[src/rtl/regfile_mp.sv]
// Multi-port register file: two registered read ports, two masked write ports
// and a per-register busy scoreboard. Define REGFILE_ZERO_REG_EN to hardwire register 0 to zero.
module regfile_mp #(
  parameter int unsigned N = 32,
  parameter int unsigned M = 3
) (
  input  logic         clk,
  input  logic         rst,
  input  logic [M-1:0] rd_addr_a,
  input  logic [M-1:0] rd_addr_b,
  output logic [N-1:0] rd_data_a,
  output logic [N-1:0] rd_data_b,
  output logic         rd_busy_a,
  output logic         rd_busy_b,
  input  logic         wr_en0,
  input  logic [M-1:0] wr_addr0,
  input  logic [N-1:0] wr_mask0,
  input  logic [N-1:0] wr_data0,
  input  logic         wr_rel0,
  input  logic         wr_en1,
  input  logic [M-1:0] wr_addr1,
  input  logic [N-1:0] wr_mask1,
  input  logic [N-1:0] wr_data1,
  input  logic         wr_rel1,
  input  logic         rsv_en,
  input  logic [M-1:0] rsv_addr,
  output logic         wr_conflict,
  output logic         rsv_err
);

  localparam int unsigned DEPTH = 2 ** M;

  logic [N-1:0]     regs_q [DEPTH];
  logic [N-1:0]     regs_d [DEPTH];
  logic [DEPTH-1:0] busy_q;
  logic [DEPTH-1:0] busy_d;
  logic             conflict_d;
  logic             rsv_err_d;
  logic             rsv_take;
  logic             rsv_released;
  logic             conflict_addr_ok;

`ifdef REGFILE_ZERO_REG_EN
  assign rsv_take         = rsv_en && (rsv_addr != '0);
  assign conflict_addr_ok = (wr_addr0 != '0);
`else
  assign rsv_take         = rsv_en;
  assign conflict_addr_ok = 1'b1;
`endif

  // A reservation is not an error when the same edge releases that register.
  assign rsv_released = (wr_en0 && wr_rel0 && (wr_addr0 == rsv_addr)) ||
                        (wr_en1 && wr_rel1 && (wr_addr1 == rsv_addr));

  // Next state: port 0 then port 1 masked merge, release then reserve.
  always_comb begin
    regs_d     = regs_q;
    busy_d     = busy_q;
    conflict_d = 1'b0;
    rsv_err_d  = 1'b0;

    if (wr_en0) begin
      regs_d[wr_addr0] = (regs_d[wr_addr0] & ~wr_mask0) | (wr_data0 & wr_mask0);
    end
    if (wr_en1) begin
      regs_d[wr_addr1] = (regs_d[wr_addr1] & ~wr_mask1) | (wr_data1 & wr_mask1);
    end
`ifdef REGFILE_ZERO_REG_EN
    regs_d[0] = '0;
`endif

    conflict_d = wr_en0 && wr_en1 && (wr_addr0 == wr_addr1) &&
                 ((wr_mask0 & wr_mask1) != '0) && conflict_addr_ok;

    if (wr_en0 && wr_rel0) begin
      busy_d[wr_addr0] = 1'b0;
    end
    if (wr_en1 && wr_rel1) begin
      busy_d[wr_addr1] = 1'b0;
    end
    if (rsv_take) begin
      rsv_err_d        = busy_q[rsv_addr] && !rsv_released;
      busy_d[rsv_addr] = 1'b1;
    end
  end

  always_ff @(posedge clk or posedge rst) begin
    if (rst) begin
      for (int i = 0; i < int'(DEPTH); i++) begin
        regs_q[i] <= '0;
      end
      busy_q      <= '0;
      rd_data_a   <= '0;
      rd_data_b   <= '0;
      rd_busy_a   <= 1'b0;
      rd_busy_b   <= 1'b0;
      wr_conflict <= 1'b0;
      rsv_err     <= 1'b0;
    end else begin
      for (int i = 0; i < int'(DEPTH); i++) begin
        regs_q[i] <= regs_d[i];
      end
      busy_q      <= busy_d;
      // Reads see this edge's writes and scoreboard update.
      rd_data_a   <= regs_d[rd_addr_a];
      rd_data_b   <= regs_d[rd_addr_b];
      rd_busy_a   <= busy_d[rd_addr_a];
      rd_busy_b   <= busy_d[rd_addr_b];
      wr_conflict <= conflict_d;
      rsv_err     <= rsv_err_d;
    end
  end

endmodule

[config.mk]
export PLATFORM = sky130hd
export DESIGN_NAME = regfile_mp
export DESIGN_NICKNAME = d
export VERILOG_FILES = /design/src/rtl/regfile_mp.sv
export SDC_FILE = /design/constraint.sdc
export NUM_CORES = 1
export LEC_CHECK = 0
export ABC_AREA = 1
export BUFFER_PORTS_ARGS = -buffer_cell sky130_fd_sc_hd__buf_2
export CAP_MARGIN = 20
export CELL_PAD_IN_SITES_DETAIL_PLACEMENT = 1
export CELL_PAD_IN_SITES_GLOBAL_PLACEMENT = 2
export CORE_MARGIN = 10
export CORE_UTILIZATION = 33
export DETAILED_ROUTE_END_ITERATION = 12
export PLACE_DENSITY_LB_ADDON = 0.1
export SYNTH_ARGS = -nofsm -noshare
export SYNTH_HDL_FRONTEND = slang
export SYNTH_SLANG_ARGS = --single-unit
[constraint.sdc]
create_clock -name clk -period 15.6 [get_ports clk]
set_input_delay 3.12 -clock clk [delete_from_list [all_inputs] [get_ports clk]]
set_output_delay 3.12 -clock clk [all_outputs]
set_load 0.03 [all_outputs]
Word level (Yosys, flattened, before mapping)
Cells that the tools add are included.
- bits in writable memories: 0
- memory bits (read-only): 0
- register bits after elaboration: 332
- word-level logic and storage cells: 102
- input port bits: 150
- bits in latches: 0
- output and inout bits: 68
- memories kept: 0
- divide/modulo/power cells: 0
- reductions and logical operators: 16
- bitwise gates (word level): 18
- equal/unequal tests: 3
- multiply operators: 0
- mux-type cells: 36
- order comparisons: 14
- shift operators: 0
- add/subtract/negate cells: 0
- operators by type and width (cell ; number):
    256-bit bitwise mux ; 2
    256-bit two-way mux ; 2
    32-bit binary-select mux with 3-bit select ; 4
    32-bit two-way mux ; 10
    32-bit demux with 3-bit select ; 2
    32-bit bitwise AND ; 5
    32-bit inverter ; 2
    32-bit OR ; 2
    32-bit nonzero test ; 1
    8-bit two-way mux ; 3
    3-bit by 4-bit < comparator with 1-bit output (second input constant) ; 5
    8-bit bitwise AND ; 2
    4-bit >= comparator (second input constant) ; 4
    3-bit inverter with 4-bit output ; 4
    8-bit inverter ; 2
    1-bit logical AND ; 13
    1-bit binary-select mux with 3-bit select ; 3
    1-bit demux with 3-bit select ; 3
    3-bit == test ; 3
    3-bit by 1-bit >= comparator with 1-bit output (second input constant) ; 3
    4-bit by 1-bit < comparator with 1-bit output (second input constant) ; 2
    8-bit OR ; 1
    1-bit two-way mux ; 7
    1-bit zero test ; 1
    1-bit logical OR ; 1

Logic depth before layout (Yosys ltp)
- depth in word-level cells: 18
- mapped depth: 21

Worst setup path before layout
OpenSTA, ideal clock, no wires.
- path type: input-to-reg
- start point: in wr_addr0[1]
- end point: reg rd_data_b[17]
- stages on the path: 20
- data arrival time: 4.891 ns
- setup slack: 10.592 ns
- setup time: 0.117 ns
- path through: buf_6 -> inv_4 -> nor2_4 -> buf_6 -> inv_2 -> nor2_4 -> nand2_4 -> inv_4 -> buf_2 -> or2_2 -> nand3_1 -> nand2_1 -> nor2_2 -> nand3_4 -> nand3_2 -> nand3_1 -> nand3_1 -> nand2_1 -> nand2_1 -> nand2_1
- word-level cells in the longest chain between the ends: 18
- elaborated cells on any way between the ends: 23
- classes of those cells: 2 x order compare; 15 x mux; 5 x bitwise; 1 x reduce/logical
- RTL lines (element ; line ; text):
    from (decl) ; 16 ; input logic [M-1:0] wr_addr0,
    3-bit inverter with 4-bit output (*) ; 63 ; regs_d[wr_addr0] = (regs_d[wr_addr0] & ~wr_mask0) | (wr_data0 & wr_mask0);
    32-bit binary-select mux with 3-bit select ; 63 ;
    32-bit two-way mux (not written as such) (2 in a row) ; 63 ;
    32-bit bitwise AND ; 63 ;
    32-bit OR ; 63 ;
    256-bit bitwise mux (*) ; 63 ;
    256-bit two-way mux (*) ; 62 ; if (wr_en0) begin
    32-bit binary-select mux with 3-bit select ; 66 ; regs_d[wr_addr1] = (regs_d[wr_addr1] & ~wr_mask1) | (wr_data1 & wr_mask1);
    32-bit two-way mux (not written as such) (2 in a row) ; 66 ;
    32-bit bitwise AND ; 66 ;
    32-bit OR ; 66 ;
    256-bit bitwise mux ; 66 ;
    256-bit two-way mux (*) ; 65 ; if (wr_en1) begin
    32-bit binary-select mux with 3-bit select (*) ; 106 ; rd_data_b <= regs_d[rd_addr_b];
    32-bit two-way mux (not written as such) (*) (2 in a row) ; 106 ;
    to (signal assigned) ; 106 ;
    to (decl) ; 12 ; output logic [N-1:0] rd_data_b,
Mark *: on every way between the ends. The rest lies on a longest branch, timed or not. The select of a mux whose other input is x is not followed.

Worst setup path after layout
- start point: in wr_addr0[1]
- end point: reg rd_data_a[10]
- word-level cells in the longest chain between the ends: 18
- elaborated cells on any way between the ends: 23
- classes of those cells: 2 x order compare; 15 x mux; 5 x bitwise; 1 x reduce/logical
- RTL lines (element ; line ; text):
    3-bit inverter with 4-bit output (*) ; 63 ;
    32-bit binary-select mux with 3-bit select ; 63 ;
    32-bit two-way mux (not written as such) (2 in a row) ; 63 ;
    32-bit bitwise AND ; 63 ;
    32-bit OR ; 63 ;
    256-bit bitwise mux (*) ; 63 ;
    256-bit two-way mux (*) ; 62 ;
    32-bit binary-select mux with 3-bit select ; 66 ;
    32-bit two-way mux (not written as such) (2 in a row) ; 66 ;
    32-bit bitwise AND ; 66 ;
    32-bit OR ; 66 ;
    256-bit bitwise mux ; 66 ;
    256-bit two-way mux (*) ; 65 ;
    32-bit binary-select mux with 3-bit select (*) ; 105 ; rd_data_a <= regs_d[rd_addr_a];
    32-bit two-way mux (not written as such) (*) (2 in a row) ; 105 ;
    to (signal assigned) ; 105 ;
    to (decl) ; 11 ; output logic [N-1:0] rd_data_a,
Marked as above.

==> results_dict.tcl <==
set metrics [dict create \
    status "completed" \
    synth_area_sq_um 27650 \
    port_buffers 217 \
    synth-main-ff-cell "dfrtp_1" \
    p_total_mw 3.720 \
    htreeDepth 2 \
    switching_share 0.4113 \
    cts_resized 0 \
    crit_chain "buf_2, buf_4, nor2_4, inv_2, nor2_1, inv_1, nor2_4, buf_4, inv_2, nand2_1, nand3_1, nand2_1, nor2_1, nand3_2, nand3_1, nand3_1, nand3_1, nand2_1, nand2_1, nand2_1" \
    synth.most_common_cell "nand3_1" \
    p_clk_frac 0.321 \
    skew_ns 0.02646 \
    first_pass_iters 5 \
    drtAntennaViolNets 0 \
    clkSinkCount 332 \
    vias_per_cell 6.026 \
    ir_drop_uv 74.42 \
    finalNetCount 4678 \
    path_common_cell "nand2_1" \
    yosysTopAreaCell "dfrtp_1" \
    drive_above_1_share 0.1519 \
    p_seq_frac 0.312 \
    grt_pass1_wl_microns 236400 \
    finish.utilization 0.3729 \
    areaGrowthSynthToFinish_pct 12.34 \
    arrival_ns 7.47 \
    worstSetupEndpointType "register" \
    max_freq_mhz 143.8 \
    numCtsBuffers 49 \
    core.rowCount 106 \
    final_max_slew_viol_count 0 \
    fp.dieW_microns 309.5 \
    ios 218 \
    totalWireLength_microns 165500 \
    synth_cell_types 39 \
    critPathKind "primary input to register" \
    core_sq_um 83290 \
    dp_hpwl_microns 95300 \
    worstSetupStartpointType "primary input" \
    min_path_type "register to register" \
    r2r-start "regs_q[166]" \
    hold_start "busy_q[5]" \
    max_slew_margin 0.2088 \
    cts.reportedPaths.clkPinSlew_ns 0.06 \
    grt_overflow 0 \
    clockBufferDepth 3 \
    drt_iter0_markers 3433 \
    hold_buffers 0 \
    post_cts_buffers 0 \
    synth_nets 4639 \
    antenna_found_initial 6 \
    initial_core_util 0.3320 \
    power_density_nw_per_um2 119.8 \
    pwr-share-comb 0.367 \
    tightest_slew_ns 1.185 \
    max-cap-violations 0 \
    synth-warning-count 0 \
    fill_cells 10990 \
    cpMaxStageDelayCell "inv_2" \
    syn_avg_cell_area_sq_um 6.159 \
    grt_max_degree 136 \
    synth_top_area_frac 0.3005 \
    ys_ff_latch 332 \
    max_stage_delay_ns 0.99 \
    first_global_vias 34040 \
    gp_congestion 0.8259 \
    cts_tree "yes" \
    die-height_microns 309.5 \
    worstPathRequired_ns 16.11 \
    yosysSeqAreaShare 0.3005 \
    placedInstanceArea_sq_um 29400 \
    async_flop_share 1.000 \
    final.setup.tns_ns 0 \
    synth_edf_count 0 \
    finalSetupViolCount 0 \
    rsz0062_at_grt "no" \
    final_area_sq_um 31060 \
    power_switching_mw 1.530 \
    route.detailed.drc 0 \
    vias 34050 \
    cp_max_fo 33 \
    clk_latency_ns 0.62 \
    p_int_mw 2.190 \
    routedWlPerCell_microns 29.29 \
    finalCritPeriodShare 0.4459 \
    p_leak_nw 16.01 \
    dieArea_sq_um 95760 \
    grt_util_all_layers 0.3355 \
    crit_start "wr_addr0[1]" \
    clockRootBuffer "clkbuf_16" \
    synth_common_cells "nand3_1, nand2_1, dfrtp_1, inv_1, nor2_1" \
    fin_crit_ns 6.955 \
    synth_area_leaders "dfrtp_1, nand3_1, nand2_1" \
    hold_viol 0 \
    syn_inst 4489 \
]
cell families (layout without fill, tap and decap cells):
logic type             after synthesis  count (layout)  share of synthesized area
AND/OR/NAND/NOR                   3495            3495                     0.5907
buffers and inverters              528             607                    0.08127
flip-flops                         332             332                     0.3005
AO/OA/AOI/OAI                      132             132                    0.02693
XOR/XNOR                             2               2                  0.0006337
other                                0               2                          0
cell type report:
class,instances,area (sq um),share of cell area
Multi-Input combinational cell,3629,17190,0.5533
Sequential cell,332,8308,0.2675
Timing Repair Buffer,284,1655,0.05330
Clock buffer,81,1549,0.04987
Tap cell,1080,1351,0.04351
Inverter,232,900.9,0.02900
Clock inverter,10,103.9,0.003344
Antenna cell,2,5.005,0.0001611
state kept, by name (all words and copies together) (netlist names):
register,cells
rd_data_a,32
rd_data_b,32
rsv_err,1
rd_busy_b,1
regs_q,256
rd_busy_a,1
wr_conflict,1
busy_q,8
layer usage:
layer | part of all wire | wire length [microns] | global-route usage | vias to the layer above
li1 | - | - | - | 15060
met4 | 0.052 | 8555 | 0.1579 | 6
met2 | 0.44 | 72000 | 0.5209 | 1691
met5 | 0.00026 | 43 | 0 | -
met1 | 0.42 | 70040 | 0.4484 | 16870
met3 | 0.090 | 14840 | 0.05787 | 415
cells in the final DEF, fill, tap and decap left out, types with 22 or more instances in the layout:
cell / Yosys / final
nand3_1: 1559 / 1559
nand2_1: 1384 / 1384
dfrtp_1: 332 / 332
buf_2: 97 / 212
nor2_1: 202 / 197
inv_1: 207 / 195
or2_2: 159 / 159
nand3_2: 67 / 67
buf_4: 12 / 67
a21oi_1: 61 / 61
clkbuf_16: 0 / 51
nand2_2: 35 / 35
nand4_1: 34 / 34
inv_2: 17 / 26
o21ai_0: 25 / 25
or2_1: 22 / 22
through the flow:
| step | hold WS [ns] | std cells | setup slack (ns) |
|---|---|---|---|
| detailed placement | 0.5737 | 5557 | 8.196 |
| CTS | 0.5927 | 5648 | 8.830 |
| finish | 0.5851 | 5650 | 8.645 |
| floorplan | 0.5027 | 4489 | 3.284 |
| global route | 0.6372 | 5648 | 8.478 |
| global placement | 0.5819 | 5555 | 7.655 |
power groups by stage:
stage               Sequential, mW  Combinational [mW]  Clock [mW]
detailed placement            1.17                1.34           0
global placement              1.17                1.33           0
finish                        1.16                1.37        1.19
CTS                           1.16                1.35        1.20
floorplan                     1.20               0.886           0
global route                  1.18                1.50        1.24
path summary, 6_finish.rpt:
check	endpoint	slack [ns]	cells past startpoint
min in group asynchronous	regs_q[0]	2.61	2
hold / removal	busy_q[5]	0.59	2
setup / recovery	rd_data_a[10]	8.64	20
setup reg to reg	rd_data_a[6]	12.78	15
max in group asynchronous	regs_q[106]	11.51	3
hold reg to reg	busy_q[5]	0.59	2
critical path: cells and delay by family:
family	cells	cell delay [ns]
buffers and inverters	6	2.59
and+or+nand+nor	14	1.64
Power figures use the tool's default switching activity.
